[src/rtl/wb_timer_pkg.sv]
// -----------------------------------------------------------------------------
// wb_timer_pkg
// Shared definitions for the Wishbone timer: register selector encoding,
// CTRL/STATUS bit positions, writable-bit mask for CTRL, the COMPARE reset
// value and a byte-lane merge helper used by every register write.
// -----------------------------------------------------------------------------
package wb_timer_pkg;

    // Register selector taken from address[3:2]
    typedef enum logic [1:0] {
        REG_CTRL    = 2'd0,
        REG_COUNT   = 2'd1,
        REG_COMPARE = 2'd2,
        REG_STATUS  = 2'd3
    } reg_sel_e;

    // Byte offsets inside the 16-byte window
    localparam logic [3:0] OFFS_CTRL    = 4'h0;
    localparam logic [3:0] OFFS_COUNT   = 4'h4;
    localparam logic [3:0] OFFS_COMPARE = 4'h8;
    localparam logic [3:0] OFFS_STATUS  = 4'hC;

    // CTRL fields
    localparam int CTRL_ENABLE_BIT   = 0;
    localparam int CTRL_RELOAD_BIT   = 1;
    localparam int CTRL_IRQ_EN_BIT   = 2;
    localparam int CTRL_PRESCALE_LSB = 8;
    localparam int PRESCALE_W        = 8;

    // Only these CTRL bits exist; everything else reads 0
    localparam logic [31:0] CTRL_WRITE_MASK = 32'h0000_FF07;

    // STATUS fields
    localparam int STATUS_MATCH_BIT = 0;

    localparam logic [31:0] COMPARE_RESET = 32'hFFFF_FFFF;

    // Replace the bits of old_word selected by mask with new_word
    function automatic logic [31:0] merge_lanes(input logic [31:0] old_word,
                                                input logic [31:0] new_word,
                                                input logic [31:0] mask);
        return (old_word & ~mask) | (new_word & mask);
    endfunction

endpackage

[src/rtl/wishbone_if.sv]
// -----------------------------------------------------------------------------
// wishbone_if
// Minimal classic Wishbone bundle (single transfer, no wait states needed).
//   slave  modport: cycle/strobe/write_enable/address/data_in/select in,
//                   ack/data_out out
//   master modport: mirror image of slave
// -----------------------------------------------------------------------------
interface wishbone_if;
    logic        cycle;
    logic        strobe;
    logic        write_enable;
    logic [31:0] address;
    logic [31:0] data_in;
    logic [3:0]  select;
    logic        ack;
    logic [31:0] data_out;

    modport slave (
        input  cycle, strobe, write_enable, address, data_in, select,
        output ack, data_out
    );

    modport master (
        output cycle, strobe, write_enable, address, data_in, select,
        input  ack, data_out
    );
endinterface

[src/rtl/wb_timer_prescaler.sv]
// -----------------------------------------------------------------------------
// wb_timer_prescaler
// 8-bit prescale counter producing one tick every (prescale_i + 1) cycles
// while enabled.
//   clk        system clock
//   rst        asynchronous active-high reset
//   enable_i   count when 1; counter forced to 0 when 0
//   clear_i    restart the count from 0 (prescale value being rewritten)
//   prescale_i terminal count
//   tick_o     high for the cycle in which the counter sits at prescale_i
// -----------------------------------------------------------------------------
module wb_timer_prescaler
    import wb_timer_pkg::*;
(
    input  logic                  clk,
    input  logic                  rst,
    input  logic                  enable_i,
    input  logic                  clear_i,
    input  logic [PRESCALE_W-1:0] prescale_i,
    output logic                  tick_o
);

    logic [PRESCALE_W-1:0] cnt_q;
    logic [PRESCALE_W-1:0] cnt_d;

    // Tick depends on registered state only
    assign tick_o = enable_i & (cnt_q == prescale_i);

    always_comb begin
        cnt_d = cnt_q + 1'b1;
        if (clear_i || !enable_i || tick_o) begin
            cnt_d = '0;
        end
    end

    always_ff @(posedge clk or posedge rst) begin
        if (rst) begin
            cnt_q <= '0;
        end else begin
            cnt_q <= cnt_d;
        end
    end

endmodule

[src/rtl/wb_timer.sv]
// -----------------------------------------------------------------------------
// wb_timer
// Wishbone-mapped 32-bit timer with prescaler, compare match and interrupt.
//   BASE_ADDR  word-aligned base of the 16-byte register window
//   clk        system clock
//   rst        asynchronous active-high reset
//   bus        Wishbone responder (1-cycle ack, registered read data)
//   irq        STATUS.match AND CTRL.irq_en
// Registers: 0x0 CTRL, 0x4 COUNT, 0x8 COMPARE, 0xC STATUS (match, W1C).
// -----------------------------------------------------------------------------
module wb_timer
    import wb_timer_pkg::*;
#(
    parameter logic [31:0] BASE_ADDR = 32'h1000_0000
)(
    input  logic       clk,
    input  logic       rst,
    wishbone_if.slave  bus,
    output logic       irq
);

    logic        ack_q,     ack_d;
    logic [31:0] rdata_q,   rdata_d;
    logic [31:0] ctrl_q,    ctrl_d;
    logic [31:0] count_q,   count_d;
    logic [31:0] compare_q, compare_d;
    logic        match_q,   match_d;

    logic        req;
    logic        hit;
    logic        wr;
    logic        rd;
    reg_sel_e    reg_sel;
    logic [31:0] lane_mask;
    logic [31:0] read_word;
    logic        prescale_clear;
    logic        tick;
    logic        match_set;

    // address[1:0] never participates in decode
    logic unused_addr_bits;
    assign unused_addr_bits = ^bus.address[1:0];

    // Expand byte selects to a bit mask
    generate
        for (genvar gi = 0; gi < 4; gi++) begin : g_lane
            assign lane_mask[8*gi +: 8] = {8{bus.select[gi]}};
        end
    endgenerate

    // Masking with ack_q forces the idle cycle between back-to-back acks
    assign req     = bus.cycle & bus.strobe & ~ack_q;
    assign hit     = (bus.address[31:4] == BASE_ADDR[31:4]);
    assign reg_sel = reg_sel_e'(bus.address[3:2]);
    assign wr      = req &  bus.write_enable & hit;
    assign rd      = req & ~bus.write_enable & hit;

    // Any write touching the prescale byte restarts the prescaler
    assign prescale_clear = wr & (reg_sel == REG_CTRL) & bus.select[1];

    wb_timer_prescaler u_prescaler (
        .clk        (clk),
        .rst        (rst),
        .enable_i   (ctrl_q[CTRL_ENABLE_BIT]),
        .clear_i    (prescale_clear),
        .prescale_i (ctrl_q[CTRL_PRESCALE_LSB +: PRESCALE_W]),
        .tick_o     (tick)
    );

    always_comb begin
        read_word = '0;
        case (reg_sel)
            REG_CTRL:    read_word = ctrl_q;
            REG_COUNT:   read_word = count_q;
            REG_COMPARE: read_word = compare_q;
            REG_STATUS:  read_word = {31'd0, match_q};
            default:     read_word = '0;
        endcase
    end

    always_comb begin
        ack_d     = req;
        // Zero unless a read hit is being acknowledged, so data_out is 0 with ack low
        rdata_d   = rd ? read_word : 32'd0;
        ctrl_d    = ctrl_q;
        count_d   = count_q;
        compare_d = compare_q;
        match_d   = match_q;
        match_set = 1'b0;

        if (wr && reg_sel == REG_CTRL) begin
            ctrl_d = merge_lanes(ctrl_q, bus.data_in, lane_mask & CTRL_WRITE_MASK);
        end

        if (wr && reg_sel == REG_COMPARE) begin
            compare_d = merge_lanes(compare_q, bus.data_in, lane_mask);
        end

        // A bus write to COUNT overrides the tick and suppresses the match check
        if (wr && reg_sel == REG_COUNT) begin
            count_d = merge_lanes(count_q, bus.data_in, lane_mask);
        end else if (tick) begin
            if (count_q == compare_q) begin
                match_set = 1'b1;
                count_d   = ctrl_q[CTRL_RELOAD_BIT] ? 32'd0 : count_q + 32'd1;
            end else begin
                count_d   = count_q + 32'd1;
            end
        end

        if (wr && reg_sel == REG_STATUS && bus.select[0] && bus.data_in[STATUS_MATCH_BIT]) begin
            match_d = 1'b0;
        end
        // Setting takes priority over a simultaneous clear
        if (match_set) begin
            match_d = 1'b1;
        end
    end

    always_ff @(posedge clk or posedge rst) begin
        if (rst) begin
            ack_q     <= 1'b0;
            rdata_q   <= '0;
            ctrl_q    <= '0;
            count_q   <= '0;
            compare_q <= COMPARE_RESET;
            match_q   <= 1'b0;
        end else begin
            ack_q     <= ack_d;
            rdata_q   <= rdata_d;
            ctrl_q    <= ctrl_d;
            count_q   <= count_d;
            compare_q <= compare_d;
            match_q   <= match_d;
        end
    end

    assign bus.ack      = ack_q;
    assign bus.data_out = rdata_q;
    assign irq          = match_q & ctrl_q[CTRL_IRQ_EN_BIT];

endmodule

[src/flat_wrapper.sv]
// flat-port wrapper written by rule: the top's interface ports become plain ports
module wb_timer_flat import wb_timer_pkg::*;
#(
    parameter logic [31:0] BASE_ADDR = 32'h1000_0000
)
  (clk, rst, irq, bus_cycle, bus_strobe, bus_write_enable, bus_address, bus_data_in, bus_select, bus_ack, bus_data_out);
  wishbone_if bus_i ();
  input  logic clk;
  input  logic rst;
  output logic irq;
  input wire logic [$bits(bus_i.cycle)-1:0] bus_cycle;
  input wire logic [$bits(bus_i.strobe)-1:0] bus_strobe;
  input wire logic [$bits(bus_i.write_enable)-1:0] bus_write_enable;
  input wire logic [$bits(bus_i.address)-1:0] bus_address;
  input wire logic [$bits(bus_i.data_in)-1:0] bus_data_in;
  input wire logic [$bits(bus_i.select)-1:0] bus_select;
  output wire logic [$bits(bus_i.ack)-1:0] bus_ack;
  output wire logic [$bits(bus_i.data_out)-1:0] bus_data_out;
  assign bus_i.cycle = bus_cycle;
  assign bus_i.strobe = bus_strobe;
  assign bus_i.write_enable = bus_write_enable;
  assign bus_i.address = bus_address;
  assign bus_i.data_in = bus_data_in;
  assign bus_i.select = bus_select;
  assign bus_ack = bus_i.ack;
  assign bus_data_out = bus_i.data_out;
  wb_timer #(.BASE_ADDR(BASE_ADDR)) u_core (.clk(clk), .rst(rst), .bus(bus_i), .irq(irq));
endmodule
[config.mk]
export PLATFORM = sky130hd
export DESIGN_NAME = wb_timer_flat
export DESIGN_NICKNAME = d
export VERILOG_FILES = /design/src/rtl/wb_timer_pkg.sv /design/src/rtl/wishbone_if.sv /design/src/rtl/wb_timer_prescaler.sv /design/src/rtl/wb_timer.sv /design/src/flat_wrapper.sv
export SDC_FILE = /design/constraint.sdc
export NUM_CORES = 1
export LEC_CHECK = 0
export CAP_MARGIN = 10
export CORE_MARGIN = 2
export CORE_UTILIZATION = 30
export DETAILED_ROUTE_END_ITERATION = 16
export PLACE_DENSITY_LB_ADDON = 0.05
export RECOVER_POWER = 100
export SLEW_MARGIN = 5
export SYNTH_ARGS = -nofsm -noshare
export SYNTH_HDL_FRONTEND = slang
export SYNTH_SLANG_ARGS = --single-unit
[constraint.sdc]
create_clock -name clk -period 8.6 [get_ports clk]
set_clock_uncertainty 0.1 [all_clocks]
set_input_delay 1.29 -clock clk [delete_from_list [all_inputs] [get_ports clk]]
set_output_delay 1.29 -clock clk [all_outputs]
set_load 0.005 [all_outputs]
==> run metrics <==
Leak=0.003396 uW; GP Congestion=0.8084; Synth top area share=32.62%; total grt overflow=0; routed length per instance=20.37 um; Tcrit/Tclk final=73.46%; vias=5350; final worst path period need=6318 ps; Worst Path Max Fanout=26; hpwl dp=14.66 mm; worst vdd rail ir drop=0.1121 mV; initial antenna violation count=0; CP Launch Type=primary input; die height=151.4 um; WL final=20.65 mm; Fmax=0.1583 GHz; DR DRC count=0; die width=151.4 um; initial core utilization=30.83%; PD cells=170.6 mW/mm2; fill count=2061; most frequent cells in the layout=85 x dfrtp_1, 72 x nor2_1, 65 x clkdlybuf4s50_1; Final WS setup=2282 ps; Post-CTS Setup Inserts=0; post-cts resize count=0; dominant synthesized flop cell=dfrtp_1; Clock H-tree levels=4; largest area contributor in the netlist=dfrtp_1; clk slew on worst S/H paths=60 ps; DP Worst Slack=3505 ps; Final setup viols=0; syn avg cell area=10.29 um2; largest net degree at the start of global routing=67; critical path type=in -> reg; CTS buffer count=17; cell row count=53; final hold violations=0; RSZ-0062 raised after global routing=no; Area Growth Syn to Fin=27.59%; Syn Nets=709; Nets=801; clk buf depth=2; total track usage=18.89%; floorplan core area=0.02115 mm2; commonest non-fill, non-tap cell in the layout=dfrtp_1; routed vias/inst=5.276; DRT Pass-1 Iters=5; worst-margin pin slew=2344 ps; Hold Buf Count CTS=0; fin. max-slew vios=126; ANT nets after route=0; CTS Sinks=117; initial drt markers=309; IO Count=107; sequential area share after synthesis=45.51%; first-pass GRT wire length=32.04 mm; library cells used by synthesis=58; Data arrival, critical path=6530 ps; Hold WC Path Type=reg -> reg; die area=0.02293 mm2; share of cells above drive strength 1=18.00%; port bufs=104; ys async rst share=100.0%; Post-synth EDFFs=0; Post-Syn Area=0.006521 mm2; Yosys warnings=0; worst-skew pair later-pin latency=430 ps; CTS tree=done; CP endpoint kind=flop; cells after synthesis=634; outcome=finished with violations; failing checks=max-capacitance violations, max-slew violations; antenna fix cells=0; Yosys reg bits=117; ranking of synthesized cells by area=dfrtp_1 33%, dfstp_2 13%, mux2_2 7.3%, xnor2_1 5.6%, nor2_1 4.1%; vias in the first global route=5494; Max-Cap Viols=5; headroom to the max-slew limit=-57.11%; Root Buffer=clkbuf_16; Worst Path Required=8810 ps; setup_tns=0 ps
-- critical path, stage by stage --
cell and delay (ps):
dlygate4sd3_1 1090, nor2b_2 270, clkbuf_1 1160, nand2_1 240, nor3_1 960, nor2_1 540
clkbuf_1 480, a32o_1 340, o21bai_1 140
-- kinds of logic (layout without fill, tap and decap cells) --
kind of cell	count (synthesis)	count (layout)	synth area share [%]
xor+xnor	47	47	6.312
simple gates	216	216	18.69
compound gates	127	127	13.55
buf+inv	69	174	5.718
flops	117	117	45.51
fa+ha+maj	2	2	0.3837
mux	56	56	9.843
-- Yosys cell counts (6+ instances only) --
library cell,number
xnor2_1,42
nand4_1,18
nor4_2,6
inv_1,30
nor2_1,72
mux2_2,42
nor4_1,6
clkbuf_1,20
buf_6,8
mux2i_1,11
nand2_1,26
a41oi_1,10
nand3_1,32
and3_1,12
o21ai_0,8
o21ai_1,19
dfrtp_1,85
dfstp_2,32
a21oi_1,26
a22oi_1,24
a32oi_1,25
nor3_1,10
-- final timing paths --
path	from	endpoint	slack (ps)	cells past startpoint
max in group asynchronous	rst	u_core.bus.data_out[18]$_DFF_PP0_	4790	3
worst min register to register	flop	flop	420	2
worst max-delay path	bus_address[2]	flop	2280	9
worst max register to register	flop	flop	5040	7
worst min-delay path	flop	flop	420	2
min in group asynchronous	rst	u_core.u_prescaler.cnt_q[2]$_DFF_PP0_	1850	2
-- layout make-up --
class | instances | area (um2) | share of cell area, %
clock buffer | 23 | 467.9 | 5.624
clock inverter | 9 | 173.9 | 2.090
inverter | 30 | 113.9 | 1.368
multi-input combinational | 448 | 3163 | 38.01
sequential | 117 | 2968 | 35.67
tap | 275 | 344.1 | 4.135
timing repair buffer | 112 | 1090 | 13.10
-- power by group --
part | switching [uW] | internal [uW] | leakage (uW) | total, uW
Combinational | 38.0 | 35.1 | 0.00169 | 73.2
Clock | 266 | 528 | 0.000315 | 795
Sequential | 0.0867 | 552 | 0.00139 | 552
Total | 304 | 1120 | 0.00340 | 1420
-- per-layer routing --
layer  track usage (%)  vias to the layer above  share of wire (%)
met5                 0                        -                  0
met4             6.075                        0                1.6
met3             3.765                       24                3.9
met2             30.77                      132                 48
met1             25.19                     2687                 46
li1                  -                     2507                  -
-- per-stage QoR --
stage,util [%],total power (uW),area (um2),hold WS (ps),std cells
final,39.33,1420,8320,422.9,1014
after global routing,39.33,1468,8320,441.6,1014
after CTS,39.50,1435,8356,430.7,1014
after detailed placement,36.46,636.6,7714,422.1,982
after global placement,36.46,636.7,7714,388.3,982
after floorplan,-,584.5,6521,375.1,634
No activity file was read; power rests on OpenSTA's default activity.
